===== src/rtl/eth_tx_arbiter_if.sv =====
// eth_tx_arbiter_if: AXI-Stream bundle with source (master) and sink (slave) views
interface eth_tx_arbiter_if #(
  parameter int DATA_WIDTH = 64,
  parameter int KEEP_WIDTH = DATA_WIDTH / 8
);
  logic                  tvalid;
  logic                  tready;
  logic [DATA_WIDTH-1:0] tdata;
  logic [KEEP_WIDTH-1:0] tkeep;
  logic                  tlast;
  logic                  tuser;
  modport master (output tvalid, tdata, tkeep, tlast, tuser, input tready);
  modport slave  (input tvalid, tdata, tkeep, tlast, tuser, output tready);
endinterface


===== src/rtl/eth_tx_arbiter.sv =====
// eth_tx_arbiter: whole-frame round-robin arbiter of two AXI-Stream sources onto one MAC TX port; stalled-source watchdog built under TX_ARB_WATCHDOG_EN
module eth_tx_arbiter #(
  parameter int DATA_WIDTH = 64,
  parameter int KEEP_WIDTH = DATA_WIDTH / 8,
  parameter int TIMEOUT    = 256,
  parameter int CNT_WIDTH  = 32
) (
  input  logic                 clk156,
  input  logic                 eth_rst,
  eth_tx_arbiter_if.slave      s0_axis,
  eth_tx_arbiter_if.slave      s1_axis,
  eth_tx_arbiter_if.master     m_axis,
  output logic [CNT_WIDTH-1:0] pkt_cnt0,
  output logic [CNT_WIDTH-1:0] pkt_cnt1,
  output logic [15:0]          abort_cnt,
  output logic [7:0]           debug
);
  typedef enum logic [1:0] {IDLE, GRANT0, GRANT1, ABORT} state_t;
  state_t state_q, state_d;
  logic last_q, last_d;
  logic [CNT_WIDTH-1:0] cnt0_q, cnt1_q;
  logic g0, g1, ab, elig0, elig1, fin, expire, drain0, drain1;
  // outputs are forced quiet while reset is held, independent of register contents
  assign g0 = ~eth_rst & (state_q == GRANT0);
  assign g1 = ~eth_rst & (state_q == GRANT1);
  assign ab = ~eth_rst & (state_q == ABORT);
  assign elig0 = s0_axis.tvalid & ~drain0;
  assign elig1 = s1_axis.tvalid & ~drain1;
  assign fin = (g0 | g1) & m_axis.tvalid & m_axis.tready & m_axis.tlast;
  assign m_axis.tvalid = g0 ? s0_axis.tvalid : g1 ? s1_axis.tvalid : ab;
  assign m_axis.tdata  = g0 ? s0_axis.tdata : g1 ? s1_axis.tdata : '0;
  assign m_axis.tkeep  = g0 ? s0_axis.tkeep : g1 ? s1_axis.tkeep : ab ? KEEP_WIDTH'(1) : '0;
  assign m_axis.tlast  = g0 ? s0_axis.tlast : g1 ? s1_axis.tlast : ab;
  assign m_axis.tuser  = g0 ? s0_axis.tuser : g1 ? s1_axis.tuser : ab;
  // a draining port swallows beats except while it is the one being aborted
  assign s0_axis.tready = g0 ? m_axis.tready : ~eth_rst & drain0 & ~(ab & ~last_q);
  assign s1_axis.tready = g1 ? m_axis.tready : ~eth_rst & drain1 & ~(ab & last_q);
  assign pkt_cnt0 = cnt0_q;
  assign pkt_cnt1 = cnt1_q;
  assign debug = eth_rst ? 8'h0 : {state_q, last_q, drain1, drain0, m_axis.tvalid, m_axis.tready, 1'b0};
  // arbitration in IDLE, frame end or watchdog exit from a grant, terminator handshake in ABORT
  always_comb begin
    state_d = state_q;
    last_d = last_q;
    case (state_q)
      IDLE: begin
        if (elig0 && (!elig1 || last_q)) begin
          state_d = GRANT0;
          last_d = 1'b0;
        end else if (elig1) begin
          state_d = GRANT1;
          last_d = 1'b1;
        end
      end
      GRANT0, GRANT1: state_d = fin ? IDLE : expire ? ABORT : state_q;
      default: state_d = m_axis.tready ? IDLE : state_q;
    endcase
  end
  // state, round-robin pointer and per-port frame counters
  always_ff @(posedge clk156) begin
    if (eth_rst) begin
      state_q <= IDLE;
      last_q <= 1'b1;
      cnt0_q <= '0;
      cnt1_q <= '0;
    end else begin
      state_q <= state_d;
      last_q <= last_d;
      if (fin & g0) cnt0_q <= cnt0_q + CNT_WIDTH'(1);
      if (fin & g1) cnt1_q <= cnt1_q + CNT_WIDTH'(1);
    end
  end
`ifdef TX_ARB_WATCHDOG_EN
  logic [15:0] idle_q, abort_q;
  logic drain0_q, drain1_q;
  assign expire = (g0 | g1) & ~m_axis.tvalid & (idle_q == 16'(TIMEOUT - 1));
  assign drain0 = drain0_q;
  assign drain1 = drain1_q;
  assign abort_cnt = abort_q;
  // idle-cycle watchdog, drain flags and saturating abort counter
  always_ff @(posedge clk156) begin
    if (eth_rst) begin
      idle_q <= '0;
      abort_q <= '0;
      drain0_q <= 1'b0;
      drain1_q <= 1'b0;
    end else begin
      idle_q <= ((g0 | g1) & ~m_axis.tvalid) ? idle_q + 16'd1 : 16'd0;
      if (ab & m_axis.tready & ~&abort_q) abort_q <= abort_q + 16'd1;
      drain0_q <= (expire & g0) | (drain0_q & ~(s0_axis.tvalid & s0_axis.tready & s0_axis.tlast));
      drain1_q <= (expire & g1) | (drain1_q & ~(s1_axis.tvalid & s1_axis.tready & s1_axis.tlast));
    end
  end
`else
  logic unused_timeout;
  assign unused_timeout = (TIMEOUT != 0);
  assign expire = 1'b0;
  assign drain0 = 1'b0;
  assign drain1 = 1'b0;
  assign abort_cnt = 16'h0;
`endif
endmodule

===== src/flat_wrapper.sv =====
// flat-port wrapper written by rule: the top's interface ports become plain ports
module eth_tx_arbiter_flat 
#(
  parameter int DATA_WIDTH = 64,
  parameter int KEEP_WIDTH = DATA_WIDTH / 8,
  parameter int TIMEOUT    = 256,
  parameter int CNT_WIDTH  = 32
)
  (clk156, eth_rst, pkt_cnt0, pkt_cnt1, abort_cnt, debug, s0_axis_tvalid, s0_axis_tdata, s0_axis_tkeep, s0_axis_tlast, s0_axis_tuser, s0_axis_tready, s1_axis_tvalid, s1_axis_tdata, s1_axis_tkeep, s1_axis_tlast, s1_axis_tuser, s1_axis_tready, m_axis_tvalid, m_axis_tdata, m_axis_tkeep, m_axis_tlast, m_axis_tuser, m_axis_tready);
  eth_tx_arbiter_if #(.DATA_WIDTH(DATA_WIDTH), .KEEP_WIDTH(KEEP_WIDTH)) s0_axis_i ();
  eth_tx_arbiter_if #(.DATA_WIDTH(DATA_WIDTH), .KEEP_WIDTH(KEEP_WIDTH)) s1_axis_i ();
  eth_tx_arbiter_if #(.DATA_WIDTH(DATA_WIDTH), .KEEP_WIDTH(KEEP_WIDTH)) m_axis_i ();
  input  logic clk156;
  input  logic eth_rst;
  output logic [CNT_WIDTH-1:0] pkt_cnt0;
  output logic [CNT_WIDTH-1:0] pkt_cnt1;
  output logic [15:0] abort_cnt;
  output logic [7:0] debug;
  input wire logic [$bits(s0_axis_i.tvalid)-1:0] s0_axis_tvalid;
  input wire logic [$bits(s0_axis_i.tdata)-1:0] s0_axis_tdata;
  input wire logic [$bits(s0_axis_i.tkeep)-1:0] s0_axis_tkeep;
  input wire logic [$bits(s0_axis_i.tlast)-1:0] s0_axis_tlast;
  input wire logic [$bits(s0_axis_i.tuser)-1:0] s0_axis_tuser;
  output wire logic [$bits(s0_axis_i.tready)-1:0] s0_axis_tready;
  input wire logic [$bits(s1_axis_i.tvalid)-1:0] s1_axis_tvalid;
  input wire logic [$bits(s1_axis_i.tdata)-1:0] s1_axis_tdata;
  input wire logic [$bits(s1_axis_i.tkeep)-1:0] s1_axis_tkeep;
  input wire logic [$bits(s1_axis_i.tlast)-1:0] s1_axis_tlast;
  input wire logic [$bits(s1_axis_i.tuser)-1:0] s1_axis_tuser;
  output wire logic [$bits(s1_axis_i.tready)-1:0] s1_axis_tready;
  output wire logic [$bits(m_axis_i.tvalid)-1:0] m_axis_tvalid;
  output wire logic [$bits(m_axis_i.tdata)-1:0] m_axis_tdata;
  output wire logic [$bits(m_axis_i.tkeep)-1:0] m_axis_tkeep;
  output wire logic [$bits(m_axis_i.tlast)-1:0] m_axis_tlast;
  output wire logic [$bits(m_axis_i.tuser)-1:0] m_axis_tuser;
  input wire logic [$bits(m_axis_i.tready)-1:0] m_axis_tready;
  assign s0_axis_i.tvalid = s0_axis_tvalid;
  assign s0_axis_i.tdata = s0_axis_tdata;
  assign s0_axis_i.tkeep = s0_axis_tkeep;
  assign s0_axis_i.tlast = s0_axis_tlast;
  assign s0_axis_i.tuser = s0_axis_tuser;
  assign s0_axis_tready = s0_axis_i.tready;
  assign s1_axis_i.tvalid = s1_axis_tvalid;
  assign s1_axis_i.tdata = s1_axis_tdata;
  assign s1_axis_i.tkeep = s1_axis_tkeep;
  assign s1_axis_i.tlast = s1_axis_tlast;
  assign s1_axis_i.tuser = s1_axis_tuser;
  assign s1_axis_tready = s1_axis_i.tready;
  assign m_axis_tvalid = m_axis_i.tvalid;
  assign m_axis_tdata = m_axis_i.tdata;
  assign m_axis_tkeep = m_axis_i.tkeep;
  assign m_axis_tlast = m_axis_i.tlast;
  assign m_axis_tuser = m_axis_i.tuser;
  assign m_axis_i.tready = m_axis_tready;
  eth_tx_arbiter #(.DATA_WIDTH(DATA_WIDTH), .KEEP_WIDTH(KEEP_WIDTH), .TIMEOUT(TIMEOUT), .CNT_WIDTH(CNT_WIDTH)) u_core (.clk156(clk156), .eth_rst(eth_rst), .s0_axis(s0_axis_i), .s1_axis(s1_axis_i), .m_axis(m_axis_i), .pkt_cnt0(pkt_cnt0), .pkt_cnt1(pkt_cnt1), .abort_cnt(abort_cnt), .debug(debug));
endmodule

===== config.mk =====
export PLATFORM = sky130hd
export DESIGN_NAME = eth_tx_arbiter_flat
export DESIGN_NICKNAME = d
export VERILOG_FILES = /design/src/rtl/eth_tx_arbiter_if.sv /design/src/rtl/eth_tx_arbiter.sv /design/src/flat_wrapper.sv
export SDC_FILE = /design/constraint.sdc
export NUM_CORES = 1
export LEC_CHECK = 0
export ABC_CLOCK_PERIOD_IN_PS = 2300
export CAP_MARGIN = 30
export CELL_PAD_IN_SITES_DETAIL_PLACEMENT = 2
export CELL_PAD_IN_SITES_GLOBAL_PLACEMENT = 2
export CORE_MARGIN = 2
export CORE_UTILIZATION = 15
export DETAILED_ROUTE_END_ITERATION = 8
export HOLD_SLACK_MARGIN = 0.1
export PLACE_DENSITY_LB_ADDON = 0.1
export SETUP_SLACK_MARGIN = 0.1
export SYNTH_ARGS = -nofsm -noshare
export SYNTH_HDL_FRONTEND = slang
export SYNTH_SLANG_ARGS = --single-unit
export TNS_END_PERCENT = 50

===== constraint.sdc =====
create_clock -name clk156 -period 2.3 [get_ports clk156]
set_input_delay 0.345 -clock clk156 [delete_from_list [all_inputs] [get_ports clk156]]
set_output_delay 0.345 -clock clk156 [all_outputs]
set_load 0.01 [all_outputs]

==> qor.csv <==
stage;metric;value;unit
logic_synthesis;Syn Inst Count;529;
route;antenna-violating nets left;0;
clock_tree;CTS Sinks;67;
timing;Fin. Hold Viols;0;
grt;first-pass GRT wire length;37100;um
clock_tree;Clock transition at path regs;0.06;ns
layout;synth-to-layout area growth;118;%
critical_path;crit path max fanout;6;
route;drt first pass iters;4;
grt;antenna violations before repair;1;
clock_tree;CTS max path bufs;2;
logic_synthesis;EDFF count, synth;0;
place;PortBufs;298;
logic_synthesis;Adder-Cell Fraction of Synth Area;1.79;%
layout;layout cells sized above 1;29.8;%
logic_synthesis;XOR/XNOR Fraction of Synth Area;7.71;%
route;wire per inst;20.0;um
grt;Remaining Overflow, GRT;0;
layout;nets;1083;
die;die height;171;um
timing;Slew Limit Fails;0;
pwr;LEAKAGE;3.57;nW
die;Die W;171;um
route;number of remaining DRC errors;0;
timing;fin crit period;2.56;ns
status;failing checks;setup timing;
critical_path;WS Path Type;flop to flop;
timing;Fin Setup TNS;-6.10;ns
pwr;Final Power;5.62;mW
min_path;worst hold endpoint;u_core.pkt_cnt1[31];
logic_synthesis;unique cell type count in the Yosys netlist;40;
timing;Final Setup Violations;70;
die;Initial Util;15.2;%
layout;Storage cell area;1350;um^2
grt;vias in the first global route;6206;
logic_synthesis;Mapped Area;4200;um^2
die;# IOs;318;
timing;fmax;391;MHz
critical_path;startpoint types;flop;
critical_path;worst path arrival time;2.80;ns
clock_tree;CTS H-tree lvls;3;
clock_tree;clk root buf;clkbuf_16;
critical_path;CP endpoint kind;flop;
timing;unrepaired setup endpoints after global routing;true;
logic_synthesis;Post-Synth Simple-Gate Area;25.8;%
critical_path;CP required;2.54;ns
status;status;finished with violations;
critical_path;worst reg2reg endpoint;u_core.pkt_cnt1[31];
timing;Slew @ Worst Pin;0.726;ns
place;placed cell area;8100;um^2
layout;FILL cells;3115;
clock_tree;clk_lat worst skew;0.36;ns
layout;area of the multi-input gates;2930;um^2
min_path;worst min path class;flop to flop;
logic_synthesis;Yosys Warn Count;0;
critical_path;CP bufs+invs;2;
logic_synthesis;syn avg cell area;7.94;um^2
critical_path;CP peak stage delay;0.58;ns
critical_path;critical path launch point;u_core.state_q[1];
critical_path;reg-to-reg startpoint;u_core.state_q[1];
route;DR vias/cell;4.32;
min_path;HP Start;u_core.pkt_cnt1[31];
die;core area;27700;um^2
logic_synthesis;compound-cell area share of the yosys netlist;23.2;%
timing;relative slew slack;51.6;%
clock_tree;CTS tree;done;
critical_path;R2R setup slack;-0.26;ns
min_path;Hold Crit Depth;1;
place;final estimated routing congestion in global placement;0.778;
place;DP Wirelength;19900;um
layout;utilization after layout;33.1;%
critical_path;delay-heaviest family, CP;simple AND/OR/NAND/NOR gates;
timing;final worst slack;-0.256;ns
pwr;Max VDD drop;364;uV
timing;Final Skew;0.0117;ns
route;drt first-iter violations;126;
critical_path;critical path cell sequence;inv_4 > ha_4 > buf_6 > mux2i_4 > or4_4 > or4_4 > or3_4 > mux2i_1;
die;Die Area;29400;um^2
logic_synthesis;Yosys reg bits;67;
grt;largest net degree at the start of global routing;57;
critical_path;Reg2Reg Depth;8;
route;final WL;26100;um
place;pre-CTS setup slack;-0.402;ns
flow_run;Max Cap Viol;0;
route;via count;5656;
logic_synthesis;fraction of registers with async set/reset;0;%
grt;GRT Resource Usage Total;16.8;%
die;row cnt;61;
timing;period utilisation layout;111;%
logic_synthesis;most common flop cell mapped by yosys;dfxtp_1;
critical_path;critical path's slowest cell;or4_4;
logic_synthesis;register area share after synthesis;31.9;%
pwr;Power Density;614;nW/um^2
logic_synthesis;multiplexer share of the synthesized area;1.22;%
critical_path;most frequent CP cell;or4_4;
clock_tree;Hold-fix buffers, CTS;0;
clock_tree;TritonCTS Buffers;9;
logic_synthesis;largest family of logic cells by synthesized area;simple AND/OR/NAND/NOR gates;
layout;Finished Cell Area;9160;um^2
## through the flow
step           hold slack (ns)  std cells
2_1_floorplan            0.435        547
3_3_place_gp             0.446       1242
3_5_place_dp             0.460       1242
4_1_cts                  0.470       1277
5_1_grt                  0.510       1308
6_report                 0.460       1308
## sequential cells by signal (all words and copies together), names as in the netlist
name and count:
u_core.pkt_cnt0 32, u_core.state_q 2, u_core.last_q 1, u_core.pkt_cnt1 32
## final cells by class
cell class,instances,share of cell area [%]
repair buffers,419,44.1
multi-input cells,411,32.0
flip-flops and latches,67,14.7
well taps,378,5.16
clock buffers,9,2.46
clock inverters,7,0.806
inverters,16,0.710
diodes,1,0.0273
## cells in the mapped netlist, types with 6 or more instances
master    instances  area share [%]
nand3_1          22             2.6
nand2_1          22             2.0
dfxtp_1          67              32
nor2_1           60             5.4
a22o_1           71              15
and4_1            6             1.3
nor3_1           14             1.7
nand4_1          19             2.8
inv_1            16             1.4
nor4_1            8             1.2
xor2_1           16             3.3
or3_1            19             2.8
ha_1              6             1.8
clkbuf_1         32             2.9
buf_4            20             3.6
nand2b_1          7             1.0
o21ai_0          24             2.9
xnor2_1          21             4.4
a21oi_1          29             3.5
and3_1           10             1.5
## cells by family after synthesis
| group | Yosys count |
|---|---|
| AND/OR/NAND/NOR | 207 |
| AO/OA/AOI/OAI | 136 |
| buffers and inverters | 70 |
| flip-flops | 67 |
| XOR/XNOR | 37 |
| adder cells (fa/ha/maj) | 6 |
| multiplexers | 5 |
| other | 1 |
## where the power goes
part	switching, mW	total (mW)	internal, mW
sequential	0.0322	1.22	1.19
clock	0.616	1.46	0.848
combinational	1.26	2.93	1.68
total	1.90	5.62	3.71
## worst reg2reg max path: cells and delay by family, from the launching register on
family / cells / cell delay [ns]
multiplexers: 2 / 0.30
AND/OR/NAND/NOR: 3 / 1.47
adder cells (fa/ha/maj): 1 / 0.15
buffers and inverters: 2 / 0.16
flip-flops: 1 / 0.37
## cell usage in the layout, fill, tap and decap left out, types with 3 or more instances in the layout
cell	count
nand3_1	22
clkdlybuf4s50_1	218
nand4b_1	5
inv_6	3
o21ai_2	3
and3_1	10
buf_4	75
xor2_1	16
nor2_4	3
or3_1	14
dlymetal6s2s_1	3
dfxtp_1	65
nand2b_1	5
buf_6	53
nor3_2	4
buf_8	5
nand2_1	22
nor2_1	55
nor4_2	6
ha_1	4
a21oi_1	19
xnor2_1	19
or4_4	6
nor3_1	9
buf_12	14
buf_2	47
o21ai_1	9
inv_1	13
and2_1	4
o21ai_0	11
conb_1	19
a22o_1	71
or3_4	5
nand4_1	19
and4_1	6
clkbuf_16	9
a21oi_2	10
## what timing repair did
item                       CTS  global route
hold endpoints to repair     0             0
setup buffers               16            31
setup endpoints to repair  108           125
resized for setup          316           153
gates cloned                 3             2
pin swaps                   15            51
## worst max path at each step
stage                          endpoint  depth (start not counted)
floorplan           u_core.pkt_cnt1[24]                          9
global placement    u_core.pkt_cnt1[31]                          6
detailed placement  u_core.pkt_cnt1[31]                          6
CTS                 u_core.pkt_cnt1[31]                          8
global route        u_core.pkt_cnt1[31]                          8
finish              u_core.pkt_cnt1[31]                          8
## layer usage
| metal | share of wire, % | track usage [%] |
|---|---|---|
| met1 | 40 | 19.3 |
| met2 | 53 | 30.3 |
| met3 | 5.9 | 4.51 |
| met4 | 1.4 | 5.49 |
| met5 | 0 | 0 |
Note: power is estimated with default switching activity, not from simulation.
